==> src/rtl/alu_exec_seq_pkg.sv <==
// rtl/alu_exec_seq_pkg.sv - shared widths, opcode/funct and ALU code constants, FSM states
package alu_exec_seq_pkg;

  localparam int DATA_W     = 32;
  localparam int OPRN_W     = 6;
  localparam int REG_ADDR_W = 5;

  localparam logic [5:0] OP_RTYPE = 6'h00;
  localparam logic [5:0] OP_BEQ   = 6'h04;
  localparam logic [5:0] OP_BNE   = 6'h05;
  localparam logic [5:0] OP_ADDI  = 6'h08;
  localparam logic [5:0] OP_SLTI  = 6'h0a;
  localparam logic [5:0] OP_ANDI  = 6'h0c;
  localparam logic [5:0] OP_ORI   = 6'h0d;
  localparam logic [5:0] OP_MULI  = 6'h1d;

  localparam logic [5:0] FN_SLL = 6'h01;
  localparam logic [5:0] FN_SRL = 6'h02;
  localparam logic [5:0] FN_ADD = 6'h20;
  localparam logic [5:0] FN_SUB = 6'h22;
  localparam logic [5:0] FN_AND = 6'h24;
  localparam logic [5:0] FN_OR  = 6'h25;
  localparam logic [5:0] FN_NOR = 6'h27;
  localparam logic [5:0] FN_SLT = 6'h2a;
  localparam logic [5:0] FN_MUL = 6'h2c;

  localparam logic [OPRN_W-1:0] ALU_NOP = 6'h00;
  localparam logic [OPRN_W-1:0] ALU_ADD = 6'h01;
  localparam logic [OPRN_W-1:0] ALU_SUB = 6'h02;
  localparam logic [OPRN_W-1:0] ALU_MUL = 6'h03;
  localparam logic [OPRN_W-1:0] ALU_SLL = 6'h04;
  localparam logic [OPRN_W-1:0] ALU_SRL = 6'h05;
  localparam logic [OPRN_W-1:0] ALU_AND = 6'h06;
  localparam logic [OPRN_W-1:0] ALU_OR  = 6'h07;
  localparam logic [OPRN_W-1:0] ALU_NOR = 6'h08;
  localparam logic [OPRN_W-1:0] ALU_SLT = 6'h09;

  typedef enum logic [1:0] {
    ST_IDLE = 2'd0,
    ST_EXEC = 2'd1,
    ST_DONE = 2'd2
  } state_e;

endpackage

==> src/rtl/alu_exec_decode.sv <==
// rtl/alu_exec_decode.sv - combinational opcode/funct decode into ALU operands and writeback info
module alu_exec_decode
  import alu_exec_seq_pkg::*;
#(
  parameter int DATA_WIDTH     = DATA_W,
  parameter int OPRN_WIDTH     = OPRN_W,
  parameter int REG_ADDR_WIDTH = REG_ADDR_W
) (
  input  logic [31:0]               instr,
  input  logic [DATA_WIDTH-1:0]     rs_data,
  input  logic [DATA_WIDTH-1:0]     rt_data,
  output logic [OPRN_WIDTH-1:0]     oprn,
  output logic [DATA_WIDTH-1:0]     op1,
  output logic [DATA_WIDTH-1:0]     op2,
  output logic [REG_ADDR_WIDTH-1:0] dest,
  output logic                      we,
  output logic                      is_beq,
  output logic                      is_bne,
  output logic                      illegal
);

  logic [5:0]            opcode;
  logic [5:0]            funct;
  logic [DATA_WIDTH-1:0] simm;
  logic [DATA_WIDTH-1:0] zimm;
  logic [DATA_WIDTH-1:0] shamt_ext;
  logic                  unused_rs;

  assign opcode    = instr[31:26];
  assign funct     = instr[5:0];
  assign simm      = {{(DATA_WIDTH-16){instr[15]}}, instr[15:0]};
  assign zimm      = {{(DATA_WIDTH-16){1'b0}}, instr[15:0]};
  assign shamt_ext = {{(DATA_WIDTH-5){1'b0}}, instr[10:6]};
  assign unused_rs = ^instr[25:21];

  always_comb begin
    oprn    = ALU_NOP;
    op1     = rs_data;
    op2     = rt_data;
    dest    = '0;
    we      = 1'b0;
    is_beq  = 1'b0;
    is_bne  = 1'b0;
    illegal = 1'b0;
    case (opcode)
      OP_RTYPE: begin
        dest = instr[15:11];
        we   = 1'b1;
        case (funct)
          FN_ADD:  oprn = ALU_ADD;
          FN_SUB:  oprn = ALU_SUB;
          FN_MUL:  oprn = ALU_MUL;
          FN_AND:  oprn = ALU_AND;
          FN_OR:   oprn = ALU_OR;
          FN_NOR:  oprn = ALU_NOR;
          FN_SLT:  oprn = ALU_SLT;
          FN_SLL: begin oprn = ALU_SLL; op1 = rt_data; op2 = shamt_ext; end
          FN_SRL: begin oprn = ALU_SRL; op1 = rt_data; op2 = shamt_ext; end
          default: illegal = 1'b1;
        endcase
      end
      OP_ADDI: begin oprn = ALU_ADD; op2 = simm; dest = instr[20:16]; we = 1'b1; end
      OP_MULI: begin oprn = ALU_MUL; op2 = simm; dest = instr[20:16]; we = 1'b1; end
      OP_SLTI: begin oprn = ALU_SLT; op2 = simm; dest = instr[20:16]; we = 1'b1; end
      OP_ANDI: begin oprn = ALU_AND; op2 = zimm; dest = instr[20:16]; we = 1'b1; end
      OP_ORI:  begin oprn = ALU_OR;  op2 = zimm; dest = instr[20:16]; we = 1'b1; end
      OP_BEQ:  begin oprn = ALU_SUB; is_beq = 1'b1; end
      OP_BNE:  begin oprn = ALU_SUB; is_bne = 1'b1; end
      default: illegal = 1'b1;
    endcase
    // An illegal instruction still flows through the pipe, but as an inert bubble
    if (illegal) begin
      oprn = ALU_NOP;
      op1  = '0;
      op2  = '0;
      dest = '0;
      we   = 1'b0;
    end
  end

endmodule

==> src/rtl/alu_exec_seq.sv <==
// rtl/alu_exec_seq.sv - execute-stage sequencer: accept, drive ALU, capture result, hand to writeback
module alu_exec_seq
  import alu_exec_seq_pkg::*;
#(
  parameter int DATA_WIDTH     = DATA_W,
  parameter int OPRN_WIDTH     = OPRN_W,
  parameter int REG_ADDR_WIDTH = REG_ADDR_W
) (
  input  logic                      CLK,
  input  logic                      RST,
  input  logic                      IN_VALID,
  output logic                      IN_READY,
  input  logic [31:0]               INSTR,
  input  logic [DATA_WIDTH-1:0]     RS_DATA,
  input  logic [DATA_WIDTH-1:0]     RT_DATA,
  output logic [DATA_WIDTH-1:0]     ALU_OP1,
  output logic [DATA_WIDTH-1:0]     ALU_OP2,
  output logic [OPRN_WIDTH-1:0]     ALU_OPRN,
  input  logic [DATA_WIDTH-1:0]     ALU_OUT,
  input  logic                      ALU_ZERO,
  output logic                      OUT_VALID,
  input  logic                      OUT_READY,
  output logic [DATA_WIDTH-1:0]     RES_DATA,
  output logic [REG_ADDR_WIDTH-1:0] RES_DEST,
  output logic                      RES_WE,
  output logic                      BR_TAKEN,
  output logic                      ILLEGAL
);

  state_e                    state_q, state_d;
  logic [DATA_WIDTH-1:0]     op1_q, op1_d, op2_q, op2_d, res_data_q, res_data_d;
  logic [OPRN_WIDTH-1:0]     oprn_q, oprn_d;
  logic [REG_ADDR_WIDTH-1:0] dest_q, dest_d;
  logic                      we_q, we_d, ill_q, ill_d, beq_q, beq_d, bne_q, bne_d;
  logic                      br_taken_q, br_taken_d;

  logic [OPRN_WIDTH-1:0]     dec_oprn;
  logic [DATA_WIDTH-1:0]     dec_op1, dec_op2;
  logic [REG_ADDR_WIDTH-1:0] dec_dest;
  logic                      dec_we, dec_beq, dec_bne, dec_ill;
  logic                      accept;

  alu_exec_decode #(
    .DATA_WIDTH     (DATA_WIDTH),
    .OPRN_WIDTH     (OPRN_WIDTH),
    .REG_ADDR_WIDTH (REG_ADDR_WIDTH)
  ) u_decode (
    .instr   (INSTR),
    .rs_data (RS_DATA),
    .rt_data (RT_DATA),
    .oprn    (dec_oprn),
    .op1     (dec_op1),
    .op2     (dec_op2),
    .dest    (dec_dest),
    .we      (dec_we),
    .is_beq  (dec_beq),
    .is_bne  (dec_bne),
    .illegal (dec_ill)
  );

  assign accept = (state_q == ST_IDLE) && IN_VALID;

  always_ff @(posedge CLK) begin
    if (!RST) begin
      state_q    <= ST_IDLE;
      op1_q      <= '0;
      op2_q      <= '0;
      oprn_q     <= '0;
      dest_q     <= '0;
      we_q       <= 1'b0;
      ill_q      <= 1'b0;
      beq_q      <= 1'b0;
      bne_q      <= 1'b0;
      res_data_q <= '0;
      br_taken_q <= 1'b0;
    end else begin
      state_q    <= state_d;
      op1_q      <= op1_d;
      op2_q      <= op2_d;
      oprn_q     <= oprn_d;
      dest_q     <= dest_d;
      we_q       <= we_d;
      ill_q      <= ill_d;
      beq_q      <= beq_d;
      bne_q      <= bne_d;
      res_data_q <= res_data_d;
      br_taken_q <= br_taken_d;
    end
  end

  always_comb begin
    state_d = state_q;
    case (state_q)
      ST_IDLE: if (IN_VALID) state_d = ST_EXEC;
      ST_EXEC: state_d = ST_DONE;
      ST_DONE: if (OUT_READY) state_d = ST_IDLE;
      default: state_d = ST_IDLE;
    endcase
  end

  // Operand/decode registers load only on accept; the ALU result is sampled only in EXEC
  always_comb begin
    op1_d      = op1_q;
    op2_d      = op2_q;
    oprn_d     = oprn_q;
    dest_d     = dest_q;
    we_d       = we_q;
    ill_d      = ill_q;
    beq_d      = beq_q;
    bne_d      = bne_q;
    res_data_d = res_data_q;
    br_taken_d = br_taken_q;
    if (accept) begin
      op1_d  = dec_op1;
      op2_d  = dec_op2;
      oprn_d = dec_oprn;
      dest_d = dec_dest;
      we_d   = dec_we;
      ill_d  = dec_ill;
      beq_d  = dec_beq;
      bne_d  = dec_bne;
    end
    if (state_q == ST_EXEC) begin
      res_data_d = ill_q ? '0 : ALU_OUT;
      br_taken_d = (beq_q & ALU_ZERO) | (bne_q & ~ALU_ZERO);
    end
  end

  always_comb begin
    IN_READY  = RST && (state_q == ST_IDLE);
    OUT_VALID = (state_q == ST_DONE);
    ALU_OP1   = op1_q;
    ALU_OP2   = op2_q;
    ALU_OPRN  = oprn_q;
    RES_DATA  = res_data_q;
    RES_DEST  = dest_q;
    RES_WE    = we_q;
    BR_TAKEN  = br_taken_q;
    ILLEGAL   = ill_q;
  end

endmodule
==> config.mk <==
export PLATFORM = sky130hd
export DESIGN_NAME = alu_exec_seq
export DESIGN_NICKNAME = d
export VERILOG_FILES = /design/src/rtl/alu_exec_seq_pkg.sv /design/src/rtl/alu_exec_decode.sv /design/src/rtl/alu_exec_seq.sv
export SDC_FILE = /design/constraint.sdc
export NUM_CORES = 1
export LEC_CHECK = 0
export BUFFER_PORTS_ARGS = -buffer_cell sky130_fd_sc_hd__clkbuf_2
export CAP_MARGIN = 10
export CORE_UTILIZATION = 50
export DETAILED_ROUTE_END_ITERATION = 8
export PLACE_DENSITY_LB_ADDON = 0.08
export RECOVER_POWER = 25
export SYNTH_ARGS = -nofsm -noshare
export SYNTH_HDL_FRONTEND = slang
export SYNTH_SLANG_ARGS = --single-unit
==> constraint.sdc <==
create_clock -name CLK -period 4.5 [get_ports CLK]
set_clock_uncertainty 0.05 [all_clocks]
set_input_delay 0.45 -clock CLK [delete_from_list [all_inputs] [get_ports CLK]]
set_output_delay 0.45 -clock CLK [all_outputs]
set_load 0.01 [all_outputs]
==> impl_results.md <==
* Status: complete, but fails checks
* Failing checks: max-capacitance violations, max-slew violations
* Syn Area/Cell at 8.65 um2
* Post-synth top flop: dfxtp_1
* FF+latch count, synth at 112
* Core Util, Final at 64.4%
* Core Area at 9730 um2
* DIE WIDTH at 102 um
* Starting Density at 51.2%
* Wirelength per Cell at 15.1 um
* Asr flop ratio synth at 0%
* Worst Path Arrival at 2230 ps
* IO Pins at 245
* Initial antenna violation count at 0
* CP Cell Sequence: clkbuf_2 > inv_1 > nor3_1 > clkbuf_2
* Via count at 4964
* Total negative slack at 0 ps
* Clock tree sinks at 112
* Hold Path Stages at 3
* Hold_ws at 272 ps
* LEAKAGE at 2.46 nW
* Pin count of the biggest net entering global routing at 62
* Main combinational cell family by area after synthesis: compound AO/OA/AOI/OAI gates
* DRC violations left at 0
* Post-route minimum period at 2730 ps
* Antenna-violating nets left at 0
* Finished Cell Area at 6270 um2
* Final setup violation count at 0
* Total power at 1.86 mW
* NumNets Final at 908
* Placed Cells at 896
* CP endpoint kind: output pin
* Number of port buffers at 237
* Number of hold buffers added after cts at 0
* Synthesized cell area at 4980 um2
* Yosys top cell by area: dfxtp_1
* Most frequent CP cell: clkbuf_2
* Synth-to-Final Area Change at 25.7%
* Yosys warns at 0
* First-pass GRT wire length at 20500 um
* Max-cap violations at 1
* Synth Area in Simple Gates at 20.2%
* Worst Setup Path Type: in -> out
* Tcrit/Tclk final at 60.8%
* Placed Area at 6130 um2
* Setup WS post-layout at 1770 ps
* Reg2reg path depth at 3
* Row cnt at 36
* PD cells at 296 nW/um2
* Clock latency at the later pin of the worst-skew pair at 370 ps
* Area taken by multi-input logic gates at 2490 um2
* DR vias/cell at 5.44
* FF/Latch Area at 2240 um2
* Maximum VDD drop at 0.000144 V
* Routability Congestion at 0.905
* Post-DP HPWL at 9800 um
* Unrepaired setup endpoints after global routing: no
* Number of flops mapped to enable cells by yosys at 0
* Grt ovf at 0
* M1 WL at 6000 um
* Slew HR at -32.8%
* Met2 WL at 6670 um
* Fin. max-slew vios at 62
* DR WL met3 at 921 um
* Post-Synth Adder-Cell Area at 0%
* Post-CTS sizing at 0
* CP Data Required Time at 4000 ps
* Pre-antenna DRT Iters at 5
* Post-synth cell types at 49
* Syn Inst Count at 576
* Worst-path fanout max at 61
* Post-synthesis mux area share at 6.63%
* CTS tree: yes
* Critical path launch point type: input pin
* Die height at 102 um
* Initial drt markers at 206
* Register area share after synthesis at 45.0%
* Worst slew pin tran at 1990 ps
* XOR/XNOR Fraction of Synth Area at 0.176%
* Synth top area cells: dfxtp_1 45%, nand2_1 8.9%, mux2i_1 6.6%
* CTS H-tree depth at 3
* # diodes at 0
* Root Driver: clkbuf_8
* CTS buffer count at 9
* Total Routing Usage GR at 25.3%
* Pre-CTS setup slack at 1540 ps
* Max layer used: met4
* Peak Freq at 366 MHz
* Die area at 10400 um2
* Compound-Gate Fraction of Synth Area at 22.4%
* Final Non-Filler Cells at 913
* Routed Wire Length at 13800 um
* Max Root-Sink Buffers at 2
* Share of layout cells above drive strength 1 at 27.7%
* Setup Fix Bufs, Post-CTS at 0
* Worst path max stage delay at 1410 ps
* Crit-path slowest cell: inv_1
* Endpoints failing hold at 0
* Synth top area share at 45.0%
* Fill cells at 925
* Vias in the first global route at 4259
* Clock Pin Slew Worst Setup and Hold Paths at 100 ps
* Hold Path Class: in -> reg
-- kinds of logic (layout without fill, tap and decap cells) --
family	count (synthesis)	count (layout)
AOI/OAI and AO/OA	170	170
muxes	33	33
and+or+nand+nor	200	200
xor gates and xnor gates	1	1
other	1	2
DFF	112	112
buffers and inverters	59	262
-- cells in the mapped netlist (3+ instances only) --
library cell,n
buf_4,7
a21oi_1,39
o21ai_0,55
nand2b_1,8
dfxtp_1,112
nor3_1,5
clkbuf_1,38
a222oi_1,4
nand3b_1,34
a31oi_1,3
nor2_1,6
buf_2,3
mux2i_1,33
nor4_1,3
a211oi_1,18
clkbuf_2,6
a221oi_1,18
a22oi_1,16
nand2_1,118
nor2b_1,4
a221oi_2,4
-- layout by cell type, fill, tap and decap left out, types with 8 or more instances in the layout --
master    count
clkbuf_2    184
nand2_1     118
dfxtp_1     112
o21ai_0      55
clkbuf_1     54
a21oi_1      38
nand3b_1     34
mux2i_1      33
a221oi_1     18
a211oi_1     18
a22oi_1      16
clkbuf_8     12
nand2b_1      8
-- sequential cells by signal (all words and copies together), names as in the netlist, 2 cells and up --
signal    flops
ALU_OP1      32
state_q       2
ALU_OP2      32
RES_DATA     32
ALU_OPRN      4
RES_DEST      5
-- layout make-up --
class | count | area share, %
Clock buffer | 13 | 2.70
Clock inverter | 3 | 0.240
Inverter | 3 | 0.180
Multi-Input combinational cell | 406 | 39.7
Sequential cell | 112 | 35.8
Tap cell | 133 | 2.66
Timing Repair Buffer | 243 | 18.7
-- report_power, final --
group / internal (mW) / total, mW / switching (mW)
registers: 1.01 / 1.03 / 0.0184
logic: 0.109 / 0.257 / 0.148
clock network: 0.245 / 0.567 / 0.322
-- worst max-delay path: cells and delay by family --
| kind | cells | cell delay [ps] |
|---|---|---|
| buffers and inverters | 3 | 1720 |
| AND/OR/NAND/NOR | 1 | 70 |
-- layer usage --
| layer | up-vias | global-route usage (%) |
|---|---|---|
| met1 | 2305 | 31.6 |
| li1 | 2472 | - |
| met2 | 169 | 42.3 |
| met5 | - | 0 |
| met3 | 18 | 5.61 |
| met4 | 0 | 10.5 |
-- final timing paths --
path               start            to  slack, ps
min          ALU_OUT[28]  RES_DATA[28]        270
min reg2reg        bne_q         bne_q        400
max                  RST      IN_READY       1770
max reg2reg   state_q[1]    ALU_OP2[4]       2660
Note: power is estimated with default switching activity, not from simulation.
